===== config.mk =====
export PLATFORM = sky130hd
export DESIGN_NAME = pulpemu_ctrl
export DESIGN_NICKNAME = d
export VERILOG_FILES = /design/src/rtl/pulpemu_ctrl.sv
export SDC_FILE = /design/constraint.sdc
export NUM_CORES = 1
export LEC_CHECK = 0
export ABC_AREA = 1
export CAP_MARGIN = 30
export CORE_ASPECT_RATIO = 0.75
export CORE_MARGIN = 3
export CORE_UTILIZATION = 34
export CTS_CLUSTER_DIAMETER = 60
export CTS_CLUSTER_SIZE = 14
export DETAILED_ROUTE_END_ITERATION = 16
export PLACE_DENSITY = 0.68
export SYNTH_ARGS = -nofsm -noshare
export SYNTH_HDL_FRONTEND = slang
export SYNTH_SLANG_ARGS = --single-unit
export TNS_END_PERCENT = 1

===== constraint.sdc =====
create_clock -name ps7_clk -period 3.11 [get_ports ps7_clk]
set_clock_uncertainty 0.2 [all_clocks]
set_input_delay 0.4665 -clock ps7_clk [delete_from_list [all_inputs] [get_ports ps7_clk]]
set_output_delay 0.4665 -clock ps7_clk [all_outputs]
set_load 0.005 [all_outputs]

===== src/rtl/pulpemu_ctrl.sv =====
// PULP SoC emulation controller: sequences SoC reset/fetch-enable from PS
// commands and reports end-of-computation or timeout back to the PS.
module pulpemu_ctrl #(
    parameter int GPIO_W   = 32,
    parameter int LED_W    = 8,
    parameter int RST_HOLD = 16,
    parameter int EOC_BIT  = 0
) (
    input  logic              ps7_clk,
    input  logic              ps7_rst_n,
    input  logic [31:0]       ps_ctrl_i,
    input  logic [31:0]       ps_timeout_i,
    input  logic [GPIO_W-1:0] soc_gpio_i,
    output logic              soc_rst_no,
    output logic              fetch_en_o,
    output logic              jtag_sel_o,
    output logic [LED_W-1:0]  led_o,
    output logic [31:0]       status_o,
    output logic [31:0]       cycles_o,
    output logic [GPIO_W-1:0] result_o
);

    typedef enum logic [2:0] {
        IDLE = 3'd0,
        RST  = 3'd1,
        RUN  = 3'd2,
        DONE = 3'd3,
        TOUT = 3'd4
    } state_t;

    state_t            state;
    logic [GPIO_W-1:0] gpio_s1;
    logic [GPIO_W-1:0] gpio_s2;
    logic [2:0]        ctrl_q;
    logic [1:0]        edge_q;
    logic              primed;
    logic [7:0]        hold;
    logic              done;
    logic              tout;
    logic              start_edge;
    logic              abort_edge;
    logic              eoc;
    logic [31:0]       cyc_inc;
    logic              unused_ctrl;

    assign unused_ctrl = ^ps_ctrl_i[31:3];

    always_ff @(posedge ps7_clk or negedge ps7_rst_n) begin
        if (!ps7_rst_n) begin
            gpio_s1 <= '0;
            gpio_s2 <= '0;
        end else begin
            gpio_s1 <= soc_gpio_i;
            gpio_s2 <= gpio_s1;
        end
    end

    // First cycle after reset loads both stages so a held level is not an edge
    always_ff @(posedge ps7_clk or negedge ps7_rst_n) begin
        if (!ps7_rst_n) begin
            ctrl_q <= '0;
            edge_q <= '0;
            primed <= 1'b0;
        end else begin
            ctrl_q <= ps_ctrl_i[2:0];
            primed <= 1'b1;
            if (!primed) begin
                edge_q <= ps_ctrl_i[1:0];
            end else begin
                edge_q <= ctrl_q[1:0];
            end
        end
    end

    assign start_edge = primed & ctrl_q[0] & ~edge_q[0];
    assign abort_edge = primed & ctrl_q[1] & ~edge_q[1];
    assign eoc        = gpio_s2[EOC_BIT];
    assign cyc_inc    = cycles_o + 32'd1;
    assign jtag_sel_o = ctrl_q[2];
    assign led_o      = gpio_s2[8 +: LED_W];
    assign status_o   = {27'd0, tout, done, state};

    always_ff @(posedge ps7_clk or negedge ps7_rst_n) begin
        if (!ps7_rst_n) begin
            state      <= IDLE;
            hold       <= '0;
            done       <= 1'b0;
            tout       <= 1'b0;
            soc_rst_no <= 1'b0;
            fetch_en_o <= 1'b0;
            cycles_o   <= '0;
            result_o   <= '0;
        end else begin
            if (state == RUN && cycles_o != 32'hFFFF_FFFF) begin
                cycles_o <= cyc_inc;
            end
            if (abort_edge) begin
                state      <= IDLE;
                soc_rst_no <= 1'b0;
                fetch_en_o <= 1'b0;
            end else begin
                unique case (state)
                    IDLE, DONE, TOUT: begin
                        if (start_edge) begin
                            state      <= RST;
                            hold       <= '0;
                            done       <= 1'b0;
                            tout       <= 1'b0;
                            cycles_o   <= '0;
                            result_o   <= '0;
                            soc_rst_no <= 1'b0;
                            fetch_en_o <= 1'b0;
                        end
                    end
                    RST: begin
                        if (hold == 8'(RST_HOLD - 1)) begin
                            state      <= RUN;
                            soc_rst_no <= 1'b1;
                        end else begin
                            hold <= hold + 8'd1;
                        end
                    end
                    RUN: begin
                        if (eoc) begin
                            state      <= DONE;
                            done       <= 1'b1;
                            result_o   <= gpio_s2;
                            fetch_en_o <= 1'b0;
                        end else if (ps_timeout_i != '0 &&
                                     cyc_inc == ps_timeout_i) begin
                            state      <= TOUT;
                            tout       <= 1'b1;
                            result_o   <= gpio_s2;
                            fetch_en_o <= 1'b0;
                        end else begin
                            fetch_en_o <= 1'b1;
                        end
                    end
                    default: begin
                        state      <= IDLE;
                        soc_rst_no <= 1'b0;
                        fetch_en_o <= 1'b0;
                    end
                endcase
            end
        end
    end

endmodule


==> impl_results.md, run 1 <==
* Number of diodes at 0
* PortBufs at 148
* CP endpoint kind: flip-flop
* Layout area overhead at 33.63%
* Die area at between 20000 and 25000 um^2
* Die height at about 140 um
* Hold Worst Slack at 0.1440 ns
* Via count at 7007
* PnR worst setup slack at about 0.14 ns
* Core Rows at 46
* Worst path bufs/invs at 2
* Placed Area at around 9300 um^2
* Busiest grt layer: met1
* Clk slew on worst S/H paths at roughly 0.08 ns
* Met3 Use GR at 0.04342
* MaxCap Viol Count at 0
* Final Power at around 8.4 mW
* Yosys cell types at 32
* Drt first pass iters at 6
* Ports at about 200
* Antenna violations before repair at 0
* Met2 Usage GRT at 0.2532
* Cell family with most CP delay: simple AND/OR/NAND/NOR gates
* Outcome: finished clean
* Routed Antenna Nets at 0
* CTS tree: built
* Vias per std cell at 4.789
* Placeable core area at approximately 22000 um^2
* Synth area leaders: dfrtp_1, nand2_1, nor2_1, inv_1, nand3_1
* Final Wtd Congestion at roughly 0.94
* Cells along the critical path: ha_4, nand2_2, nor2_4, nand2_2, nor2_4, nand3_1, nand3_1, nand2_1, inv_1, nand3_1, nor2_2, nand3_4, nand2_8, clkbuf_16, nand3_1, nand2_1
* Most frequent CP cell: nand3_1
* CP required at ~3.3 ns
* Critical path peak fanout at 15
* Syn Area/Cell at between 7 and 8 um^2
* EDFF count, synth at 0
* Layout fillers at around 2100
* Mapped cell area at about 7600 um^2
* Endpoints failing setup at 0
* Nets@finish at around 1300
* Sequential area share after synthesis at 0.4908
* H-Tree Depth at 4
* Data arrival, critical path at around 3.1 ns
* Main flop type after synthesis: dfrtp_1
* Yosys top cell area share at 0.4908
* Final instance area at 10150 um^2
* P_leak at around 4.9 nW
* Total congestion overflow at 0
* Largest net degree at the start of global routing at between 60 and 70
* Slew Limit Headroom at 0.2864
* Vias in the first global route at between 6000 and 7000
* Clock root buffer: clkbuf_16
* Final Cycle Share at 0.9548
* Maximum buffer depth of the clock tree at 2
* HPWL Detailed at around 16000 um
* Yosys top cell by area: dfrtp_1
* CP Launch Type: flip-flop
* First-pass GRT wire length at between 30000 and 40000 um
* Max VDD drop at 0.4058 mV
* Slew @ Worst Pin at between 1 and 1.5 ns
* Fmax at about 0.34 GHz
* Dpl ws at -0.02749 ns
* Wirelength, routed at approximately 22000 um
* Later-pin clock latency in the skew report at 0.43 ns
* Endpoints failing hold at 0
* Die boundary width at ~180 um
* CTS sink cnt at 149
* CTS Buf Count at 17
* Ys async rst share at 1.000
* DRC errors left at 0
* Min cycle time layout at between 2 and 3 ns
* Yosys synthesis warning count at 0
* Initial Util at 0.3529
* Wire per inst at about 15 um
* Min-Delay Path Class: flip-flop to flip-flop
* Met1 GRT Util at 0.2828
* Detailed Route Iter0 Violations at 544
* Slowest stage delay, CP at around 0.42 ns
* Flops & latches, synth at roughly 150
* WS Path Type: flip-flop to flip-flop
* Pwr per Cell Area at just over 800 nW/um^2
* Share of cells above drive strength 1 at 0.08085
* Gr usage total at 0.1823
* Crit-path slowest cell: dfrtp_1
* Post-Synthesis Cells at 1000
* Slew Viols, Final at 0
## layout make-up
cell class                 instances  area, um^2  area share
sequential                       149        3731      0.3675
timing repair buffer             176        1759      0.1733
inverter                         123       461.7     0.04548
clock buffer                      17       425.4     0.04190
tap                              288       360.3     0.03549
clock inverter                    15       181.4     0.01787
multi-input combinational        695        3233      0.3185
## metal layers
metal	wire length (um)	vias to the layer above
met3	2197	17
met4	199	0
met2	9562	291
met5	0	-
li1	-	3418
met1	10470	3281
## what timing repair did
| item | in CTS | in global routing |
|---|---|---|
| hold buffers | 1 | 0 |
| endpoints found under the hold margin | 58 | 0 |
| setup buffers | 0 | 7 |
| setup endpoints to repair | 32 | 35 |
| cloned | 0 | 4 |
| pin swaps | 0 | 10 |
| resized for setup | 1 | 24 |
## final timing paths
| kind | from | endpoint | slack [ns] | cells past startpoint |
|---|---|---|---|---|
| setup / recovery | cycles_o[0]$_DFF_PN0_ | result_o[5]$_DFFE_PN0P_ | 0.14 | 16 |
| hold / removal | gpio_s1[20]$_DFF_PN0_ | gpio_s2[20]$_DFF_PN0_ | 0.14 | 0 |
| setup reg to reg | cycles_o[0]$_DFF_PN0_ | result_o[5]$_DFFE_PN0P_ | 0.14 | 16 |
| hold reg to reg | gpio_s1[20]$_DFF_PN0_ | gpio_s2[20]$_DFF_PN0_ | 0.14 | 0 |
| max in group asynchronous | ps7_rst_n | cycles_o[9]$_DFF_PN0_ | 1.62 | 3 |
| min in group asynchronous | ps7_rst_n | result_o[16]$_DFFE_PN0P_ | 0.38 | 2 |
## where the power goes
part / switching, mW / internal [mW] / total (mW)
Clock: 0.978 / 1.09 / 2.07
Sequential: 0.442 / 2.41 / 2.85
Combinational: 1.96 / 1.54 / 3.49
## logic make-up (layout without fill, tap and decap cells)
family,after synthesis,count (layout),synth area share
compound gates,81,81,0.06126
xor+xnor,7,7,0.01005
fa+ha+maj,2,2,0.003293
buf+inv,184,331,0.1136
flops,149,149,0.4908
other cells,2,28,0.0009885
simple gates,575,577,0.3200
## placed cells by master, fill, tap and decap left out, types with 2 or more instances in the layout
master / instances
xor2_1: 2
inv_1: 122
clkinv_4: 4
buf_6: 2
nor3_1: 7
nor2_2: 10
nor2_4: 6
a21oi_1: 36
nor3b_1: 2
nand3b_1: 12
xnor2_1: 4
nor2_1: 127
nand2_2: 7
nand2_8: 4
inv_8: 5
buf_12: 2
dfrtp_2: 2
nand4_1: 10
nand2_1: 298
clkinv_8: 5
conb_1: 28
o21ai_1: 3
o21ai_0: 7
clkdlybuf4s50_1: 147
buf_4: 22
dfrtp_1: 147
a211oi_1: 10
clkbuf_16: 19
nand3_1: 89
o22ai_1: 22
## sequential cells by signal (all words and copies together) (netlist names)
name,count
gpio_s1,32
result_o,32
cycles_o,32
hold,8
edge_q,2
ctrl_q,3
soc_rst_no,1
primed,1
fetch_en_o,1
done,1
tout,1
state,3
gpio_s2,32
## metrics by stage
step                std cells  utilization  TNS [ns]
floorplan                1026            -         0
global placement         1418       0.4316   -0.2004
detailed placement       1419       0.4322   -0.3670
CTS                      1452       0.4612         0
global route             1463       0.4716   -0.2563
finish                   1463       0.4716         0
## cells in the mapped netlist, drive strengths merged (10+ instances only)
cell type / count
nor2: 143
a211oi: 10
nand3: 91
nand2: 308
o22ai: 22
nand4: 10
nand3b: 12
o21ai: 10
clkbuf: 17
inv: 123
a21oi: 36
dfrtp: 149
buf: 44
No activity file was read; power rests on OpenSTA's default activity.
==> inputs of run 2 (changes only) <==
- CAP_MARGIN: 30 -> default
==> run 2 against run 1 <==
  * Via count about the same
  * Non-clock buffer count up 5
  * Clock power about the same
  * Hold slack better by 0.0043 ns
  * First-iteration DRC count up 8.8%
  * Critical path type unchanged
  * Largest cell class unchanged
  * Largest power group unchanged
==> impl_results.md, run 2 (synthesis results as in run 1) <==
* Setup_tns at 0 ns (unchanged)
* Wirelength, routed at 22580 um (was 22430 um)
* Final Cycle Share at 0.9532 (was 0.9548)
* Vias per std cell at 4.777 (was 4.789)
* Layout area overhead at 34.04% (was 33.63%)
* Endpoints failing hold at 0 (unchanged)
* Most frequent CP cell: nand2_1 (was nand3_1)
* Pwr per Cell Area at 827.5 nW/um^2 (was 828.8 nW/um^2)
* CP Launch Type: flip-flop (unchanged)
* Final instance area at 10180 um^2 (was 10150 um^2)
* Slew Limit Headroom at 0.05889 (was 0.2864)
* Crit-path slowest cell: dfrtp_1 (unchanged)
* Ports at 205 (unchanged)
* Cells along the critical path: ha_4, nand2_2, nor2_4, nand2_4, buf_4, o21ai_1, nand2_1, nand2_1, nand2_1, nor2_1, nand3_1, nor2_2, nand3_4, nand2_8, clkbuf_16, nand3_1, nand2_1 (was ha_4, nand2_2, nor2_4, nand2_2, nor2_4, nand3_1, nand3_1, nand2_1, inv_1, nand3_1, nor2_2, nand3_4, nand2_8, clkbuf_16, nand3_1, nand2_1)
* Placed Area at 9291 um^2 (was 9303 um^2)
* CTS Buf Count at 17 (unchanged)
* Drt first pass iters at 5 (was 6)
* Fmax at 0.3373 GHz (was 0.3368 GHz)
* Vias in the first global route at 6169 (was 6205)
* CTS tree: built (unchanged)
* Slew Viols, Final at 0 (unchanged)
* Via count at 7013 (was 7007)
* Critical path peak fanout at 8 (was 15)
* H-Tree Depth at 4 (unchanged)
* Hold Worst Slack at 0.1483 ns (was 0.1440 ns)
* Maximum buffer depth of the clock tree at 2 (unchanged)
* Number of diodes at 0 (unchanged)
* Outcome: finished clean (unchanged)
* CTS sink cnt at 149 (unchanged)
* Min cycle time layout at 2.964 ns (was 2.970 ns)
* Die height at 135.5 um (unchanged)
* Commonest non-fill, non-tap cell in the layout: nand2_1 (unchanged)
* MaxCap Viol Count at 0 (unchanged)
* First-pass GRT wire length at 34200 um (was 34110 um)
* Share of cells above drive strength 1 at 0.08390 (was 0.08085)
* CP required at 3.26 ns (was 3.28 ns)
* Wire per inst at 15.38 um (was 15.33 um)
* Clk slew on worst S/H paths at 0.07 ns (was 0.08 ns)
* Clock root buffer: clkbuf_16 (unchanged)
* HPWL Detailed at 16090 um (about the same)
* Final Wtd Congestion at 0.9394 (unchanged)
* Detailed Route Iter0 Violations at 592 (was 544)
* Antenna violations before repair at 0 (unchanged)
* Most frequent cells in the layout: nand2_1, dfrtp_1, clkdlybuf4s50_1 (unchanged)
* Slowest stage delay, CP at 0.44 ns (was 0.42 ns)
* Data arrival, critical path at 3.12 ns (was 3.14 ns)
* Die boundary width at 178.6 um (unchanged)
* Routed Antenna Nets at 0 (unchanged)
* PortBufs at 148 (unchanged)
* DRC errors left at 0 (unchanged)
* Die area at 24190 um^2 (unchanged)
* CP endpoint kind: flip-flop (unchanged)
* Total congestion overflow at 0 (unchanged)
* Final Util at 0.4731 (was 0.4716)
* Largest net degree at the start of global routing at 62 (unchanged)
* P_leak at 4.930 nW (was 4.905 nW)
* Placeable core area at 21530 um^2 (unchanged)
* Min-Delay Path Class: flip-flop to flip-flop (unchanged)
* Nets@finish at 1267 (was 1262)
* Initial Util at 0.3529 (unchanged)
* Core Rows at 46 (unchanged)
* Max VDD drop at 0.4417 mV (was 0.4058 mV)
* WS Path Type: flip-flop to flip-flop (unchanged)
* Later-pin clock latency in the skew report at 0.43 ns (about the same)
* Gr usage total at 0.1824 (was 0.1823)
* Slew @ Worst Pin at 1.406 ns (was 1.069 ns)
* Endpoints failing setup at 0 (unchanged)
* Final Power at 8.427 mW (was 8.414 mW)
==> run 2: cell count changes in the layout (fill, tap and decap cells not counted), moves of 2 or more <==
cell and delta:
buf_4 +6, nor2_1 +2, nand2_2 +2, nor2_2 -2, nand2_1 -2
==> run 2: cell type report <==
type,count,area (um^2)
Sequential cell,149,3731
Fill cell,2082,11340
Clock buffer,17,425.4
Inverter,123,461.7
Timing Repair Buffer,181,1795
Tap cell,288,360.3
Multi-Input combinational cell,695,3233
Clock inverter,15,176.4
==> run 2: per-stage QoR <==
stage,cells,setup WS (ns)
final,1468,0.1456
after global routing,1468,-0.003170
after CTS,1453,0.03195
after detailed placement,1418,-0.05231
after global placement,1418,-0.01345
after floorplan,1026,0.6063
==> run 2: worst paths after layout <==
kind / startpoint / to / slack, ns / depth (start not counted)
min in group asynchronous: ps7_rst_n / result_o[16]$_DFFE_PN0P_ / 0.39 / 2
max in group asynchronous: ps7_rst_n / cycles_o[1]$_DFF_PN0_ / 1.60 / 3
max: cycles_o[0]$_DFF_PN0_ / result_o[31]$_DFFE_PN0P_ / 0.15 / 17
min reg2reg: gpio_s1[0]$_DFF_PN0_ / gpio_s2[0]$_DFF_PN0_ / 0.15 / 0
min: gpio_s1[0]$_DFF_PN0_ / gpio_s2[0]$_DFF_PN0_ / 0.15 / 0
max reg2reg: cycles_o[0]$_DFF_PN0_ / result_o[31]$_DFFE_PN0P_ / 0.15 / 17
==> run 2: timing repair <==
item,in CTS,in global routing
setup buffers,1,12
hold buffers,1,0
gates cloned,1,3
hold endpoints to repair,58,0
endpoints found under the setup margin,32,35
pin swaps,2,9
resized for setup,3,22
==> run 2: metal layers <==
| layer | up-vias | wire length, um | GRT usage |
|---|---|---|---|
| met3 | 20 | 1823 | 0.03669 |
| li1 | 3440 | - | - |
| met1 | 3277 | 10900 | 0.2861 |
| met5 | - | 0 | 0 |
| met4 | 0 | 274 | 0.04109 |
| met2 | 276 | 9582 | 0.2566 |
==> run 2: report_power, final <==
| part | internal, mW | switching [mW] |
|---|---|---|
| Sequential | 2.41 | 0.444 |
| Combinational | 1.54 | 1.97 |
| Clock | 1.09 | 0.979 |
| Total | 5.04 | 3.39 |
==> run 2: critical path: cells and delay by family (launching register included) <==
kind            cells  cell delay, ns
compound gates      1            0.16
fa+ha+maj           1            0.18
buf+inv             2            0.34
flops               1            0.44
simple gates       13            1.56
